$ cat src/rtl/led_string_serializer.sv
// WS2812-style single-wire serializer: one-pixel holding register, pulse-width bit coding,
// frame latch and underrun detection. Define LED_SERIALIZER_RGBW_EN for 32-bit GRBW pixels.
module led_string_serializer #(
    parameter int N_LEDS       = 128,
    parameter int BIT_CYCLES   = 25,
    parameter int T0H_CYCLES   = 8,
    parameter int T1H_CYCLES   = 16,
    parameter int LATCH_CYCLES = 1200,
`ifdef LED_SERIALIZER_RGBW_EN
    localparam int PIXEL_BITS  = 32,
`else
    localparam int PIXEL_BITS  = 24,
`endif
    localparam int IDX_W       = $clog2(N_LEDS + 1)
) (
    input  logic                  clk,
    input  logic                  reset,
    input  logic [PIXEL_BITS-1:0] pixel_data,
    input  logic                  pixel_valid,
    output logic                  pixel_ready,
    output logic                  sdi,
    output logic                  busy,
    output logic                  underrun,
    output logic [IDX_W-1:0]      pixel_index
);

    localparam int CYC_W = (BIT_CYCLES > 1) ? $clog2(BIT_CYCLES) : 1;
    localparam int BIT_W = $clog2(PIXEL_BITS);
    localparam int LAT_W = (LATCH_CYCLES > 1) ? $clog2(LATCH_CYCLES) : 1;

    localparam logic [CYC_W-1:0] CYC_LAST = CYC_W'(BIT_CYCLES - 1);
    localparam logic [CYC_W-1:0] T0H      = CYC_W'(T0H_CYCLES);
    localparam logic [CYC_W-1:0] T1H      = CYC_W'(T1H_CYCLES);
    localparam logic [BIT_W-1:0] BIT_LAST = BIT_W'(PIXEL_BITS - 1);
    localparam logic [LAT_W-1:0] LAT_LAST = LAT_W'(LATCH_CYCLES - 1);
    localparam logic [IDX_W-1:0] IDX_FULL = IDX_W'(N_LEDS);

    typedef enum logic [1:0] {ST_IDLE, ST_SEND, ST_LATCH} state_t;

    state_t                state_q, state_d;
    logic [PIXEL_BITS-1:0] hold_q, hold_d;
    logic [PIXEL_BITS-1:0] shift_q, shift_d;
    logic                  hold_full_q, hold_full_d;
    logic [CYC_W-1:0]      cyc_q, cyc_d;
    logic [BIT_W-1:0]      bit_q, bit_d;
    logic [LAT_W-1:0]      lat_q, lat_d;
    logic [IDX_W-1:0]      idx_q, idx_d;
    logic                  sdi_q, sdi_d;

    logic                  handshake;
    logic                  load;
    logic                  pixel_end;
    logic [IDX_W-1:0]      idx_inc;

    assign handshake = pixel_valid && !hold_full_q;
    assign pixel_end = (state_q == ST_SEND) && (cyc_q == CYC_LAST) && (bit_q == BIT_LAST);
    assign idx_inc   = idx_q + IDX_W'(1);

    always_ff @(posedge clk) begin
        if (reset) begin
            state_q     <= ST_IDLE;
            hold_q      <= '0;
            shift_q     <= '0;
            hold_full_q <= 1'b0;
            cyc_q       <= '0;
            bit_q       <= '0;
            lat_q       <= '0;
            idx_q       <= '0;
            sdi_q       <= 1'b0;
        end else begin
            state_q     <= state_d;
            hold_q      <= hold_d;
            shift_q     <= shift_d;
            hold_full_q <= hold_full_d;
            cyc_q       <= cyc_d;
            bit_q       <= bit_d;
            lat_q       <= lat_d;
            idx_q       <= idx_d;
            sdi_q       <= sdi_d;
        end
    end

    always_comb begin
        state_d = state_q;
        shift_d = shift_q;
        cyc_d   = cyc_q;
        bit_d   = bit_q;
        lat_d   = lat_q;
        idx_d   = idx_q;
        load    = 1'b0;
        case (state_q)
            ST_IDLE: begin
                if (hold_full_q) begin
                    load    = 1'b1;
                    idx_d   = '0;
                    state_d = ST_SEND;
                end
            end
            ST_SEND: begin
                if (cyc_q != CYC_LAST) begin
                    cyc_d = cyc_q + CYC_W'(1);
                end else begin
                    cyc_d = '0;
                    if (bit_q != BIT_LAST) begin
                        bit_d   = bit_q + BIT_W'(1);
                        shift_d = {shift_q[PIXEL_BITS-2:0], 1'b0};
                    end else begin
                        idx_d = idx_inc;
                        if (idx_inc != IDX_FULL && hold_full_q) begin
                            load = 1'b1;
                        end else begin
                            state_d = ST_LATCH;
                            lat_d   = '0;
                        end
                    end
                end
            end
            ST_LATCH: begin
                if (lat_q != LAT_LAST) begin
                    lat_d = lat_q + LAT_W'(1);
                end else if (hold_full_q) begin
                    load    = 1'b1;
                    idx_d   = '0;
                    state_d = ST_SEND;
                end else begin
                    state_d = ST_IDLE;
                end
            end
            default: state_d = ST_IDLE;
        endcase

        if (load) begin
            shift_d = hold_q;
            cyc_d   = '0;
            bit_d   = '0;
        end

        // A fresh handshake wins over the clear caused by a load in the same cycle.
        hold_full_d = handshake ? 1'b1 : (load ? 1'b0 : hold_full_q);
        hold_d      = handshake ? pixel_data : hold_q;

        // sdi is registered, so it is computed from the values the counters take next.
        sdi_d = (state_d == ST_SEND) && (cyc_d < (shift_d[PIXEL_BITS-1] ? T1H : T0H));
    end

    always_comb begin
        busy        = (state_q != ST_IDLE);
        pixel_ready = !hold_full_q;
        underrun    = pixel_end && (idx_inc != IDX_FULL) && !hold_full_q;
        sdi         = sdi_q;
        pixel_index = idx_q;
    end

endmodule

$ cat config.mk
export PLATFORM = sky130hd
export DESIGN_NAME = led_string_serializer
export DESIGN_NICKNAME = d
export VERILOG_FILES = /design/src/rtl/led_string_serializer.sv
export SDC_FILE = /design/constraint.sdc
export NUM_CORES = 1
export LEC_CHECK = 0
export ABC_AREA = 1
export CORE_MARGIN = 2
export CORE_UTILIZATION = 55
export DETAILED_ROUTE_END_ITERATION = 6
export HOLD_SLACK_MARGIN = 0.03
export PLACE_DENSITY = 0.77
export SETUP_SLACK_MARGIN = 0.15
export SYNTH_ARGS = -nofsm -noshare
export SYNTH_HDL_FRONTEND = slang
export SYNTH_SLANG_ARGS = --single-unit
$ cat constraint.sdc
create_clock -name clk -period 2.95 [get_ports clk]
set_clock_uncertainty 0.1 [all_clocks]
set_input_delay 0.59 -clock clk [delete_from_list [all_inputs] [get_ports clk]]
set_output_delay 0.59 -clock clk [all_outputs]
set_load 0.005 [all_outputs]
==> Word level (Yosys, flattened, before mapping) <==
Index checks and enable logic that the tools add are counted.
{ "totals": {"regBits": 81, "input_bits": 27, "output_inout_bits": 12, "elab_cells": 84} }
{ "op_classes": {"n_addsub": 4, "magnitude_cmp": 1, "eq_ne": 15, "muxes": 33, "bitwise_logic": 1, "reduce_logical": 20} }
{ "op_table": {"columns": ["cell", "count"], "rows": [
  ["two-way mux 24 bit", 4],
  ["two-way mux 11 bit", 4],
  ["two-way mux 8 bit", 4],
  ["case mux 8 bit (3 select lines)", 1],
  ["case mux 11 bit (2 select lines)", 1],
  ["two-way mux 5 bit", 4],
  ["!= test 2 bit, second input constant", 6],
  ["adder 11 x 1 -> 11 bit, second input constant", 1],
  ["!= test 11 bit, second input constant", 1],
  ["adder 5 x 1 -> 5 bit, second input constant", 2],
  ["== test 5 bit, second input constant", 2],
  ["two-way mux 2 bit", 5],
  ["!= test 5 bit, second input constant", 2],
  ["nonzero test 2 bit", 5],
  ["adder 8 x 1 -> 8 bit, second input constant", 1],
  ["two-way mux 1 bit", 8],
  ["!= test 8 bit, second input constant", 1],
  ["logical AND 1 bit", 7],
  ["case mux 2 bit (3 select lines)", 1],
  ["AND reduction 3 bit", 2],
  ["< comparator 5 bit", 1],
  ["AND reduction 5 bit", 1],
  ["== test 2 x 1 -> 1 bit, second input constant", 2],
  ["AND reduction 4 bit", 1],
  ["other kinds (7)", 7]
]} }

==> Longest topological paths before layout <==
{ "logic_depth": {"ltp_word": 11, "ltp_mapped": 16, "depth_no_buf": 16} }

==> Least setup slack after synthesis <==
Ideal clock, no wire load.
{ "synth_timing": {"path_kind": "reg-to-reg", "from": "reg idx_q[1] (netlist: pixel_index[1])", "to": "reg sdi_q (netlist: sdi)", "setup_ps": 70, "t_arrival_ps": 1994, "required_ps": 2780, "slack_ps": 787, "stages_incl_launch_ff": 16, "n_path_buf": 0, "synth_period_minus_slack_ps": 2163, "path_cell_list": "dfxtp_1 > ha_1 > nand2_1 > o21ai_1 > nand2_1 > nor2_1 > nand3_2 > nand3_4 > nand2_2 > nand2_4 > nand2_1 > and2_1 > ha_1 > a21oi_1 > nand2_1 > a21oi_1"} }
{ "synth_between": {"elab_chain_cells": 11, "elab_cells_between_ends": 17, "cone_classes": "add/sub (1); order compare (1); eq/ne (2); mux (11); reduce/logical (2)"} }
{ "synth_rtl": {"columns": ["item", "line", "text"], "rows": [
  ["start: declaration", "47", "logic [IDX_W-1:0] idx_q, idx_d;"],
  ["start signal: assignment", "78", "idx_q <= idx_d;"],
  ["adder 8 x 1 -> 8 bit *", "57", "assign idx_inc = idx_q + IDX_W'(1);"],
  ["!= test 8 bit *", "109", "if (idx_inc != IDX_FULL && hold_full_q) begin"],
  ["logical AND 1 bit *", "109", null],
  ["two-way mux 1 bit", "109", null],
  ["two-way mux 1 bit", "104", "if (bit_q != BIT_LAST) begin"],
  ["two-way mux 1 bit", "100", "if (cyc_q != CYC_LAST) begin"],
  ["case mux 1 bit (3 select lines)", "91", "case (state_q)"],
  ["two-way mux 24 bit", "132", "if (load) begin"],
  ["two-way mux 5 bit", "143", "sdi_d = (state_d == ST_SEND) && (cyc_d < (shift_d[PIXEL_BITS-1] ? T1H : T0H));"],
  ["< comparator 5 bit", "143", null],
  ["logical AND 1 bit *", "143", null],
  ["end signal: assignment", "79", "sdi_q <= sdi_d;"],
  ["end: declaration", "48", "logic sdi_q, sdi_d;"]
]} }
Every way passes the cells marked *; elsewhere a longest branch is shown, timed or not.
A chain may end at the register's enable or synchronous reset.

==> Worst setup path in the final report <==
{ "layout_timing": {"from": "reg idx_q[0] (netlist: pixel_index[0])", "to": "out underrun"} }
{ "layout_between": {"elab_chain_cells": 4} }
{ "layout_rtl": {"columns": ["item", "line", "text"], "rows": [
  ["adder 8 x 1 -> 8 bit", "57", null],
  ["!= test 8 bit", "149", "underrun = pixel_end && (idx_inc != IDX_FULL) && !hold_full_q;"],
  ["logical AND 1 bit (2 in series)", "149", null],
  ["end: declaration", "23", "output logic underrun,"]
]} }
No other way between the ends.

==> report_table.html <==
<table>
<tr><th>Metric</th><th>Value</th></tr>
<tr><th colspan="2">Run status</th></tr>
<tr><td>Result of the run</td><td>completed</td></tr>
<tr><th colspan="2">Setup path</th></tr>
<tr><td>Crit end category</td><td>primary output</td></tr>
<tr><td>Startpoint-to-endpoint class of the critical path</td><td>flop to primary output</td></tr>
<tr><td>Worst r2r dst</td><td>sdi</td></tr>
<tr><td>Setup slack of the most critical reg-to-reg path</td><td>0.54 ns</td></tr>
<tr><td>Worst-case reg-to-reg path depth</td><td>16</td></tr>
<tr><td>Required time worst endpoint</td><td>2.26 ns</td></tr>
<tr><td>Startpoint Class</td><td>flop</td></tr>
<tr><td>Worst EP arrival</td><td>~1.9 ns</td></tr>
<tr><td>Largest fanout of any net on the critical path</td><td>4</td></tr>
<tr><td>Beginning of the worst register-to-register path</td><td>pixel_index[0]</td></tr>
<tr><th colspan="2">Clock tree</th></tr>
<tr><td>TritonCTS sink count</td><td>a little over 80</td></tr>
<tr><td>Number of H-tree levels</td><td>3</td></tr>
<tr><td>Clock buffer count from CTS</td><td>9</td></tr>
<tr><td>Worst-path clk slew</td><td>0.09 ns</td></tr>
<tr><td>Cell at the root of the clock tree</td><td>sky130_fd_sc_hd__clkbuf_8</td></tr>
<tr><td>CTS tree</td><td>built</td></tr>
<tr><td>Clock latency reported for the late side of the worst-skew pair</td><td>0.36 ns</td></tr>
<tr><td>Clk buf depth</td><td>2</td></tr>
<tr><th colspan="2">Die</th></tr>
<tr><td>Row count</td><td>31</td></tr>
<tr><td>Initial Util</td><td>0.567</td></tr>
<tr><td>Core Footprint</td><td>0.00725 mm2</td></tr>
<tr><td>Chip height</td><td>90.5 um</td></tr>
<tr><td>Die area</td><td>0.00819 mm2</td></tr>
<tr><td>Top-level port count</td><td>39</td></tr>
<tr><td>Horizontal die dimension</td><td>a little over 90 um</td></tr>
<tr><th colspan="2">Finish</th></tr>
<tr><td>Layout cells sized above 1</td><td>0.0846</td></tr>
<tr><td>Leading cell type in the layout, fill and taps excluded</td><td>sky130_fd_sc_hd__nand2_1</td></tr>
<tr><td>Area growth syn-to-layout</td><td>15.0%</td></tr>
<tr><td>Most frequent cells in the layout</td><td>156 x sky130_fd_sc_hd__nand2_1, 122 x sky130_fd_sc_hd__nor2_1, 79 x sky130_fd_sc_hd__dfxtp_1</td></tr>
<tr><td>Number of inserted diodes</td><td>0</td></tr>
<tr><td>Fill count</td><td>687</td></tr>
<tr><td>NumNets Final</td><td>around 680</td></tr>
<tr><th colspan="2">Synth</th></tr>
<tr><td>Post-Synthesis Cells</td><td>between 600 and 700</td></tr>
<tr><td>Top area cells in the synthesized netlist</td><td>sky130_fd_sc_hd__dfxtp_1 39%, sky130_fd_sc_hd__nand2_1 14%, sky130_fd_sc_hd__nor2_1 11%, sky130_fd_sc_hd__nand3_1 4.7%, sky130_fd_sc_hd__inv_1 4.7%</td></tr>
<tr><td>Leading register cell type out of synthesis</td><td>sky130_fd_sc_hd__dfxtp_1</td></tr>
<tr><td>Post-Synthesis Cell Area</td><td>0.00411 mm2</td></tr>
<tr><td>Share of the synthesized area in the top cell type</td><td>0.394</td></tr>
<tr><td>Mean instance size in the synthesized netlist</td><td>between 6 and 7 um2</td></tr>
<tr><td>Post-synth top area cell</td><td>sky130_fd_sc_hd__dfxtp_1</td></tr>
<tr><td>Count of unique library cells instantiated by Yosys</td><td>37</td></tr>
<tr><td>Number of synthesis warnings</td><td>0</td></tr>
<tr><td>EDFF count, synth</td><td>0</td></tr>
<tr><td>Synthesis-stage register bit count</td><td>81</td></tr>
<tr><td>Async set-reset flop share out of synthesis</td><td>0</td></tr>
<tr><td>Register area share after synthesis</td><td>0.394</td></tr>
<tr><td>Post-Synthesis Net Count</td><td>around 650</td></tr>
<tr><th colspan="2">Placed design</th></tr>
<tr><td>Number of input and output port buffers inserted</td><td>38</td></tr>
<tr><td>Total half-perimeter wirelength after legalization and detailed placement</td><td>6.08 mm</td></tr>
<tr><td>Placer Congestion</td><td>0.872</td></tr>
<tr><th colspan="2">Pwr</th></tr>
<tr><td>Power Total</td><td>2.37 mW</td></tr>
<tr><td>Total power density per cell area</td><td>500 mW/mm2</td></tr>
<tr><td>Sequential group share of total power</td><td>0.515</td></tr>
<tr><td>Switching pwr</td><td>718 uW</td></tr>
<tr><td>Leakage Power</td><td>2.08 nW</td></tr>
<tr><td>Max VDD drop</td><td>0.000264 V</td></tr>
<tr><td>Cell Int Power</td><td>1.65 mW</td></tr>
<tr><td>Combinational power share</td><td>0.166</td></tr>
<tr><td>Switching portion of total power</td><td>0.304</td></tr>
<tr><td>Clock share of power</td><td>0.319</td></tr>
<tr><th colspan="2">Timing</th></tr>
<tr><td>Crit path time final</td><td>~2.6 ns</td></tr>
<tr><td>Unrepaired setup endpoints after global routing</td><td>no</td></tr>
<tr><td>Crit share post-route</td><td>0.870</td></tr>
<tr><td>Slew of the pin with the lowest slew margin</td><td>between 0.7 and 0.8 ns</td></tr>
<tr><td>Max Freq</td><td>390 MHz</td></tr>
<tr><td>Max-Slew Margin vs Limit</td><td>0.479</td></tr>
<tr><td>Final TNS setup</td><td>0 ns</td></tr>
<tr><td>Max-slew violation total from the final report</td><td>0</td></tr>
<tr><td>Final Hold Viols</td><td>0</td></tr>
<tr><td>Endpoints failing setup</td><td>0</td></tr>
<tr><th colspan="2">GRT</th></tr>
<tr><td>Total global routing track utilization</td><td>0.229</td></tr>
<tr><td>Initial antenna violation count</td><td>0</td></tr>
<tr><td>First-pass GRT wire length</td><td>roughly 16 mm</td></tr>
<tr><td>Pin count of the biggest net entering global routing</td><td>46</td></tr>
<tr><td>Vias in the first global route</td><td>3664</td></tr>
<tr><td>Total congestion overflow</td><td>0</td></tr>
<tr><th colspan="2">Detailed routing</th></tr>
<tr><td>Drt via density</td><td>5.05</td></tr>
<tr><td>Detailed-route wire length per cell</td><td>11.6 um</td></tr>
<tr><td>Drc violations</td><td>0</td></tr>
<tr><td>Router iterations before antenna repair</td><td>5</td></tr>
<tr><td>Final antenna-violating net count</td><td>0</td></tr>
<tr><td>Post-Route WL</td><td>slightly below 9 mm</td></tr>
<tr><td>Starting DRT DRC Count</td><td>189</td></tr>
<tr><td>Total vias in the final route</td><td>3779</td></tr>
<tr><th colspan="2">Worst hold path</th></tr>
<tr><td>Terminating pin of the worst hold path</td><td>shift_q[0]</td></tr>
<tr><td>Startpoint of the tightest hold check path</td><td>shift_q[0]</td></tr>
<tr><td>Worst min-delay path category</td><td>flop to flop</td></tr>
<tr><td>Worst Hold Depth</td><td>2</td></tr>
<tr><th colspan="2">Job</th></tr>
<tr><td>Maximum Capacitance Violations</td><td>0</td></tr>
</table>
[metal layers]
metal / up-vias / wire (um) / global-route usage
met5: - / 0 / 0
met4: 0 / 109 / 0.0756
met3: 10 / 349 / 0.0401
met2: 72 / 4230 / 0.419
met1: 1706 / 4010 / 0.269
li1: 1991 / - / -
[cell type report]
| class | count | area, um2 | share of cell area |
|---|---|---|---|
| Clock buffer | 10 | 128 | 0.0270 |
| Tap cell | 99 | 124 | 0.0262 |
| Clock inverter | 6 | 51.3 | 0.0108 |
| Multi-Input combinational cell | 446 | 2130 | 0.451 |
| Sequential cell | 81 | 1620 | 0.343 |
| Inverter | 60 | 225 | 0.0476 |
| Timing Repair Buffer | 47 | 447 | 0.0944 |
[synthesized netlist by cell type (3+ instances only)]
cell type,instances
sky130_fd_sc_hd__nor3b_1,3
sky130_fd_sc_hd__inv_1,52
sky130_fd_sc_hd__ha_1,10
sky130_fd_sc_hd__nand2_1,156
sky130_fd_sc_hd__xor2_1,6
sky130_fd_sc_hd__nor3_1,7
sky130_fd_sc_hd__nor2_2,5
sky130_fd_sc_hd__nor2_1,122
sky130_fd_sc_hd__dfxtp_1,81
sky130_fd_sc_hd__a21oi_1,27
sky130_fd_sc_hd__buf_6,5
sky130_fd_sc_hd__nand2_2,4
sky130_fd_sc_hd__a211oi_1,6
sky130_fd_sc_hd__o21ai_1,3
sky130_fd_sc_hd__inv_2,7
sky130_fd_sc_hd__nand3_1,39
sky130_fd_sc_hd__clkbuf_1,11
sky130_fd_sc_hd__nand4_1,5
sky130_fd_sc_hd__o21ai_0,34
sky130_fd_sc_hd__buf_2,5
[registers in the layout, indices dropped and copies added, names as in the netlist]
signal	count
hold_q	24
shift_q	24
lat_q	11
pixel_index	8
bit_q	5
cyc_q	5
state_q	2
hold_full_q	1
sdi	1
[kinds of logic (layout without fill, tap and decap cells)]
| family | Yosys count | count (layout) | synth area share |
|---|---|---|---|
| compound gates | 74 | 74 | 0.102 |
| xor+xnor | 7 | 7 | 0.0149 |
| fa+ha+maj | 10 | 10 | 0.0304 |
| buf+inv | 83 | 123 | 0.0873 |
| flops | 81 | 81 | 0.394 |
| simple gates | 355 | 355 | 0.371 |
[worst max path at each step]
stage / start / endpoint / slack [ns] / depth (start not counted)
finish: pixel_index[0] / underrun / 0.38 / 10
CTS: pixel_index[0] / underrun / 0.37 / 10
global placement: pixel_index[1] / underrun / 0.54 / 10
detailed placement: pixel_index[1] / underrun / 0.47 / 10
global route: pixel_index[4] / underrun / 0.25 / 10
floorplan: pixel_index[1] / sdi / 0.79 / 15
[stage by stage]
stage / hold slack (ns) / cells / setup slack, ns / area, um2 / util
after floorplan: 0.344 / 610 / 0.787 / 4110 / -
after global placement: 0.358 / 732 / 0.542 / 4540 / 0.627
after detailed placement: 0.364 / 732 / 0.468 / 4540 / 0.627
after CTS: 0.375 / 749 / 0.366 / 4730 / 0.652
after global routing: 0.397 / 749 / 0.249 / 4730 / 0.652
final: 0.373 / 749 / 0.385 / 4730 / 0.652
[what timing repair did]
action | CTS | global route
setup endpoints to repair | 1 | 0
setup buffers | 1 | 0
gates resized for setup | 4 | 0
endpoints found under the hold margin | 0 | 0
hold buffers | 0 | 0
[worst max-delay path, cell delays in order (launching register included)]
cell,delay [ns]
sky130_fd_sc_hd__dfxtp_2,0.34
sky130_fd_sc_hd__ha_1,0.20
sky130_fd_sc_hd__nand2_1,0.12
sky130_fd_sc_hd__nor2_2,0.07
sky130_fd_sc_hd__nand2_1,0.06
sky130_fd_sc_hd__nand2_1,0.07
sky130_fd_sc_hd__nor2_1,0.14
sky130_fd_sc_hd__nand3_2,0.13
sky130_fd_sc_hd__nand2_1,0.08
sky130_fd_sc_hd__nor2_1,0.04
sky130_fd_sc_hd__dlygate4sd2_1,0.27
[power groups by stage]
stage                     logic (mW)  clock network, mW  registers (mW)
after floorplan                0.270                  0            1.23
after global placement         0.382                  0            1.24
after detailed placement       0.393                  0            1.24
after CTS                      0.396              0.767            1.22
after global routing           0.449              0.812            1.23
final                          0.394              0.754            1.22
Power figures use the tool's default switching activity.
